===== config.mk =====
export PLATFORM = sky130hd
export DESIGN_NAME = hexplay_sched
export DESIGN_NICKNAME = d
export VERILOG_FILES = /design/src/rtl/hexplay_sched.sv
export SDC_FILE = /design/constraint.sdc
export NUM_CORES = 1
export LEC_CHECK = 0
export CELL_PAD_IN_SITES_DETAIL_PLACEMENT = 0
export CELL_PAD_IN_SITES_GLOBAL_PLACEMENT = 1
export CORE_ASPECT_RATIO = 0.6
export CORE_MARGIN = 5
export CORE_UTILIZATION = 35
export DETAILED_ROUTE_END_ITERATION = 10
export PLACE_DENSITY_LB_ADDON = 0.1
export SYNTH_ARGS = -nofsm -noshare
export SYNTH_HDL_FRONTEND = slang
export SYNTH_SLANG_ARGS = --single-unit

===== constraint.sdc =====
create_clock -name CLK100MHZ -period 2.3 [get_ports CLK100MHZ]
set_input_delay 0.23 -clock CLK100MHZ [delete_from_list [all_inputs] [get_ports CLK100MHZ]]
set_output_delay 0.23 -clock CLK100MHZ [all_outputs]
set_load 0.02 [all_outputs]

===== src/rtl/hexplay_sched.sv =====
`default_nettype none
// ============================================================================
// Module   : hexplay_sched
// Purpose  : Shares one 8-digit multiplexed hex display among four clients.
//            Owns the digit scan, grants the display round-robin with a
//            minimum hold time, and latches the owner's 32-bit word once per
//            scan frame so a frame never mixes two words or two owners.
// Revision : 1.0 - initial release
// ----------------------------------------------------------------------------
// Ports:
//   CLK100MHZ     in   1    system clock
//   CPU_RESETN    in   1    asynchronous active-low reset
//   req           in   4    level request per client
//   data_in       in   128  client words, client k at [32k+31:32k]
//   grant         out  4    one-hot owner, zero when idle
//   hexplay_an    out  3    digit select
//   hexplay_data  out  4    nibble for the selected digit
//   frame_tick    out  1    one-cycle pulse after each frame boundary
// Parameters:
//   SCAN_DIV      clock cycles per digit (>= 2)
//   HOLD_FRAMES   minimum frames held while others wait (>= 1)
// Optional feature macro:
//   HEXPLAY_OWNER_TAG_EN  digit 7 shows the owner index while owned
// ============================================================================
module hexplay_sched #(
  parameter int SCAN_DIV    = 250000,
  parameter int HOLD_FRAMES = 100
) (
  input  logic         CLK100MHZ,
  input  logic         CPU_RESETN,
  input  logic [3:0]   req,
  input  logic [127:0] data_in,
  output logic [3:0]   grant,
  output logic [2:0]   hexplay_an,
  output logic [3:0]   hexplay_data,
  output logic         frame_tick
);

  localparam int SCAN_W = $clog2(SCAN_DIV);
  localparam int HOLD_W = (HOLD_FRAMES > 1) ? $clog2(HOLD_FRAMES) : 1;
  localparam logic [SCAN_W-1:0] SCAN_LAST = SCAN_W'(SCAN_DIV - 1);
  localparam logic [HOLD_W-1:0] HOLD_LAST = HOLD_W'(HOLD_FRAMES - 1);

  typedef enum logic [0:0] {ST_IDLE = 1'b0, ST_OWN = 1'b1} state_t;

  state_t              state, state_n;
  logic [SCAN_W-1:0]   scan_cnt;
  logic [31:0]         shadow, shadow_n;
  logic [HOLD_W-1:0]   hold_cnt, hold_n;
  logic [1:0]          last_owner, last_n;
  logic [3:0]          grant_n;
  logic                digit_tick;
  logic                boundary;
  logic [1:0]          pick_idx;
  logic [3:0]          others;
  logic                take_pick;

  assign digit_tick = (scan_cnt == SCAN_LAST);
  // The boundary is the digit tick that wraps the digit select 7 -> 0.
  assign boundary   = digit_tick && (hexplay_an == 3'd7);

  // Scan timing
  always_ff @(posedge CLK100MHZ or negedge CPU_RESETN) begin
    if (!CPU_RESETN) begin
      scan_cnt   <= '0;
      hexplay_an <= 3'd0;
      frame_tick <= 1'b0;
    end else begin
      frame_tick <= boundary;
      if (digit_tick) begin
        scan_cnt   <= '0;
        hexplay_an <= hexplay_an + 3'd1;
      end else begin
        scan_cnt   <= scan_cnt + SCAN_W'(1);
      end
    end
  end

  // Round-robin pick: scan from last_owner+1 upward. Iterating downward and
  // overwriting leaves the closest asserted request. While the owner still
  // requests and another client does too, the closest one is never the owner
  // because the owner sits last in the rotation.
  always_comb begin
    pick_idx = last_owner;
    for (int i = 4; i >= 1; i--) begin
      if (req[last_owner + i[1:0]]) pick_idx = last_owner + i[1:0];
    end
  end

  assign others = req & ~(4'b0001 << last_owner);

  // Arbitration state register
  always_ff @(posedge CLK100MHZ or negedge CPU_RESETN) begin
    if (!CPU_RESETN) begin
      state      <= ST_IDLE;
      grant      <= 4'b0000;
      shadow     <= 32'd0;
      hold_cnt   <= '0;
      last_owner <= 2'd3;
    end else begin
      state      <= state_n;
      grant      <= grant_n;
      shadow     <= shadow_n;
      hold_cnt   <= hold_n;
      last_owner <= last_n;
    end
  end

  // Arbitration next state; only acts at a frame boundary.
  always_comb begin
    state_n   = state;
    grant_n   = grant;
    shadow_n  = shadow;
    hold_n    = hold_cnt;
    last_n    = last_owner;
    take_pick = 1'b0;
    if (boundary) begin
      case (state)
        ST_IDLE: begin
          if (|req) take_pick = 1'b1;
          else      shadow_n  = 32'd0;
        end
        ST_OWN: begin
          if (!req[last_owner]) begin
            if (|others) begin
              take_pick = 1'b1;
            end else begin
              state_n  = ST_IDLE;
              grant_n  = 4'b0000;
              shadow_n = 32'd0;
            end
          end else if ((|others) && (hold_cnt == HOLD_LAST)) begin
            take_pick = 1'b1;
          end else begin
            shadow_n = data_in[32*last_owner +: 32];
            if (hold_cnt != HOLD_LAST) hold_n = hold_cnt + HOLD_W'(1);
          end
        end
        default: state_n = ST_IDLE;
      endcase
      if (take_pick) begin
        state_n  = ST_OWN;
        grant_n  = 4'b0001 << pick_idx;
        last_n   = pick_idx;
        shadow_n = data_in[32*pick_idx +: 32];
        hold_n   = '0;
      end
    end
  end

  // Display path: digit 0 carries the least significant nibble.
  always_comb begin
    hexplay_data = shadow[{hexplay_an, 2'b00} +: 4];
`ifdef HEXPLAY_OWNER_TAG_EN
    if ((state == ST_OWN) && (hexplay_an == 3'd7)) hexplay_data = {2'b00, last_owner};
`endif
  end

endmodule
`default_nettype wire


Yosys cells after proc, flatten, opt, wreduce, memory -nomap -nowiden. Cells that the tools add are included.

Equality and inequality tests: 10. Mux-type cells: 36. Bitwise gates (word level): 3. $add $sub $neg: 6. Magnitude comparators: 4. Reduce and logical (&&, ||, !) cells: 11. Shift operators: 5.

Operators with widths (number): variable part select 128 x 8 -> 32 bit (2); two-way mux 32 bit (5); case mux 32 bit (2 select lines) (1); two-way mux 7 bit (5); variable part select 32 x 6 -> 4 bit (1); adder 18 x 1 -> 18 bit (second input constant) (1); equality test 18 bit (second input constant) (1); two-way mux 18 bit (1); two-way mux 4 bit (4); < comparator 2 x 3 -> 1 bit (second input constant) (4); two-way mux 1 bit (12); binary-select mux 1 bit (select 2 bit) (4); != test 4 x 3 -> 1 bit (second input constant) (2); AND reduction 4 bit (2); OR reduction 4 bit (2); left shift 1 x 2 -> 4 bit (first input constant) (2); adder 7 x 1 -> 7 bit (second input constant) (1); equality test 7 bit (second input constant) (1); != test 7 bit (second input constant) (1); two-way mux 2 bit (3); != test 2 x 1 -> 1 bit (second input constant) (3); nonzero test 2 bit (3); AND reduction 5 bit (1); adder 2 bit (second input constant) (2); other kinds (10) (11).

Word-level logic and storage cells: 83. Input bits: 134. Flip-flop bits (word level): 68. Output and inout port bits: 12.

Depth between registers and ports, before layout.
Depth in word-level cells: 11. Mapped depth: 11. Mapped depth without buffers: 8.

Least setup slack after synthesis. No wires, ideal clock.

Kind: flip-flop to flip-flop. Start point: register last_owner[0]. End point: register shadow[10]. Required time: 2.168 ns. Setup time: 0.132 ns. Data arrival time: 2.307 ns. Clock period less this slack: 2.439 ns. Slack: -0.139 ns. Cell stages (with the launch flop): 12. Buffers on the path: 3. Cells stage by stage: dfstp_2 buf_6 inv_1 ha_1 inv_1 a31oi_1 o21ai_0 nand4_1 buf_4 buf_2 mux2i_1 o221ai_2.

Cells in the longest elaborated chain, start to end: 11. Elaborated cells between the ends (all ways): 34. Classes of those cells: add/sub (3); eq/ne (3); shift (3); mux (20); bitwise (2); reduce/logical (3).

Ends and longest elaborated chain: from (decl) (RTL line 50) `logic [1:0] last_owner, last_n;`; from (signal assigned) (RTL line 105) `last_owner <= last_n;`; parallel branches: the longest is 11 deep, another holds adder 2 bit; to (signal assigned) (RTL line 103) `shadow <= shadow_n;`; to (decl) (RTL line 48) `logic [31:0] shadow, shadow_n;`.

Several ways; the timed one is not identified. The select of a mux whose other input is x is not followed. A chain may end at the register's enable or synchronous reset.

Final worst setup path.
Start point: register last_owner[0]. End point: register shadow[20].

Same word-level chain as after synthesis.

==> impl_results.md <==
* Run status: completed
* Area fraction in compound gates after synthesis at roughly 15%
* Fraction of registers with async set/reset at 100%
* Reg clk slew, reported paths at ~0.060 ns
* Nets@finish at approximately 800
* Filler cell count at about 1300
* Flop pwr share at a little over a third
* Hold Crit Class: input pin to async pin
* Startpoint Class: flip-flop
* Slew HR at 64.6%
* Cell variety after synth at 55
* Placer Congestion at 0.792
* Clock share of power at between 40% and 50%
* Row count at 35
* Post-Synth XOR/XNOR Area at about 3.3%
* Cell Area, Placed at 7490 µm²
* Worst-margin pin slew at 0.531 ns
* Average wire per standard cell at approximately 22 µm
* Multi-input logic area at between 4000 and 5000 µm²
* GRT overflow at 0
* Clk sinks at between 60 and 70
* Post-Syn Area per Cell at ~12 µm²
* Vias in the first global route at just under 5000
* Comb pwr share at 23.5%
* Initial antenna violation count at 0
* Peak Freq at between 400 and 500 MHz
* Setup violations, final at 0
* Initial DRC Count at 248
* Power Density at 395 nW/µm²
* Die area at 18500 µm²
* Routed WL at around 19000 µm
* Internal at 2580 µW
* Share of post-route cells with drive strength above 1 at 38.9%
* Finished Core Util at a little under three fifths
* Design Area, Final at between 8000 and 9000 µm²
* Ys flop type: dfrtp_1
* Total CTS buffers at 9
* Worst setup margin at approximately 0.0085 ns
* Area grow syn2layout at 57.9%
* Seq/Total Area, Yosys at 30.9%
* # diodes at 0
* Seq. cell area at approximately 1700 µm²
* Mux cell area share after synthesis at between 30% and 40%
* Switching share of power at roughly a quarter
* Clk Latency, worst-skew pair at between 0.3 and 0.4 ns
* Post-Synth Simple-Gate Area at a little over an eighth
* Final Skew at 0.00654 ns
* Yosys warnings at 0
* Residual DRC at 0
* Largest net degree at the start of global routing at 38
* Syn Inst Count at ~480
* Post-Place Worst Slack at -0.151 ns
* Fin crit share at around 100%
* Remaining antenna violation count at 0
* CTS tree: done
* Final min period at between 2 and 2.5 ns
* Register bit count reported by yosys at 68
* Critical Path Fanout Max at 20
* Synthesized cell area at 5520 µm²
* Hold Fails Final Rpt at 0
* Leak at around 0.0034 µW
* Mapped Nets at between 600 and 700
* Vias at between 4000 and 5000
* I/O Pins at around 150
* Port Buffers at 145
* RSZ-0062 raised after global routing: yes
* Worst Setup Path Type: flip-flop to flip-flop
* Critical Path AT at ~2.5 ns
* First-pass GRT wire length at around 28000 µm
* Detailed placement HPWL at 13700 µm
* Post-synth EDFFs at 0
* Die width at ~170 µm
* Die height at 107 µm
* Core footprint at around 15000 µm²
* Root Driver: clkbuf_16
* Largest family of logic cells by synthesized area: multiplexers
* Longest Clk Path Bufs at 2
* Max-cap viol count at 0
* Crit. End Element: flip-flop
* Initial DRT Pass Iterations at 4
* Adder-Cell Fraction of Synth Area at around 1.8%
* Max rail drop VDD at between 0.0002 and 0.0003 V
* Total track usage at between 10% and 20%
* Crit path required time at between 2 and 3 ns
* Initial core utilization at between 30% and 40%
* Max-slew violations at 0
* Net Sw Power at about 860 µW
* H-tree depth at 3
* Avg Vias per Cell at between 5 and 6
## placed cells by master, fill, tap and decap left out, types with 13 or more instances in the layout
cell type	count
clkdlybuf4s50_1	140
dfrtp_1	65
mux4_2	41
mux2i_1	37
buf_4	33
o221ai_2	29
nor3b_2	25
a21oi_1	21
nor2_1	19
mux2i_4	17
xor2_1	16
nand2_1	14
mux2i_2	14
a21oi_2	13
## area by class of cell
type / count / share of cell area [%]
Multi-Input combinational cell: 362 / 47.4
Timing Repair Buffer: 210 / 26.2
Sequential cell: 68 / 19.6
Clock buffer: 12 / 2.94
Tap cell: 203 / 2.92
Clock inverter: 4 / 0.546
Inverter: 9 / 0.417
## metrics by stage
stage               std cells  power [µW]  setup TNS (ns)  hold slack (ns)
floorplan                 477        1460          -0.137          -0.0656
global placement          837        1840           -2.28            0.236
detailed placement        837        1840           -4.09            0.244
CTS                       861        3330         -0.0227            0.423
global route              868        3560           -1.52            0.460
finish                    868        3440               0            0.411
## critical path: stages (launching register included)
cell and delay (ns):
dfstp_2 0.55, buf_8 0.14, mux4_2 0.60, o31ai_4 0.12, nand2b_4 0.08, a21oi_4 0.22, nand2_4 0.10, buf_12 0.18
o221ai_2 0.20
## Yosys cell counts, types with 2 or more instances
cell	n	area share, %
a21oi_1	34	3.1
nor2_1	20	1.4
buf_2	12	1.1
ha_1	8	1.8
o221ai_2	28	7.6
mux4_2	41	17
nand4_1	5	0.57
xnor2_1	5	0.79
nor3_1	4	0.36
a31oi_1	2	0.23
dfstp_2	2	0.95
mux2_2	7	1.4
o221ai_1	4	0.64
nand3b_1	2	0.27
buf_6	8	1.6
o21ai_2	2	0.32
o21ai_0	9	0.82
mux2i_1	68	12
inv_1	9	0.61
nor2b_1	5	0.57
nor3b_1	32	4.4
and4_1	4	0.64
clkbuf_1	15	1.0
o211ai_1	4	0.54
xor2_1	16	2.5
and2_1	2	0.23
and3_1	8	0.91
o21ai_1	3	0.27
dfrtp_1	66	30
nand2_1	15	1.0
nand3_1	13	1.2
## kinds of logic after synthesis
family | count (synthesis)
flip-flops | 68
adder cells (fa/ha/maj) | 8
buffers and inverters | 47
multiplexers | 116
AND/OR/NAND/NOR | 123
AO/OA/AOI/OAI | 94
XOR/XNOR | 21
## final timing paths
path,start,endpoint,slack (ns),cells after the start
max in group asynchronous,CPU_RESETN,last_owner[1],1.22,3
max,last_owner[0],shadow[20],0.009,8
max reg2reg,last_owner[0],shadow[20],0.009,8
min,CPU_RESETN,scan_cnt[0],0.41,2
min in group CLK100MHZ,grant[3],grant[3],0.49,2
min reg2reg,grant[3],grant[3],0.49,2
## metal layers
metal  track usage, %  vias up  wire length, µm
met2             27.0      191             8080
met3             5.60       16             1570
met5                0        -                0
met4             3.76        0              186
li1                 -     2250                -
met1             31.1     2483             9350
## sequential cells by signal, indices dropped and copies added (netlist names)
signal	cells
frame_tick	1
scan_cnt	18
state	1
grant	4
hold_cnt	7
shadow	32
hexplay_an	3
last_owner	2
## power by group through the flow
stage / Clock (µW) / Sequential [µW] / Combinational [µW]
2_1_floorplan: 0 / 1220 / 239
3_3_place_gp: 0 / 1220 / 618
3_5_place_dp: 0 / 1220 / 618
4_1_cts: 1460 / 1200 / 668
5_1_grt: 1510 / 1200 / 852
6_report: 1430 / 1200 / 809
## timing repair
action                                  CTS  global route
cloned                                    3             3
pin swaps                                 4            10
gates resized for setup                  28           127
setup buffers                             4             5
endpoints found under the hold margin    32             0
endpoints found under the setup margin   31            45
hold buffers                              1             0
(Power assumes the default switching activity.)
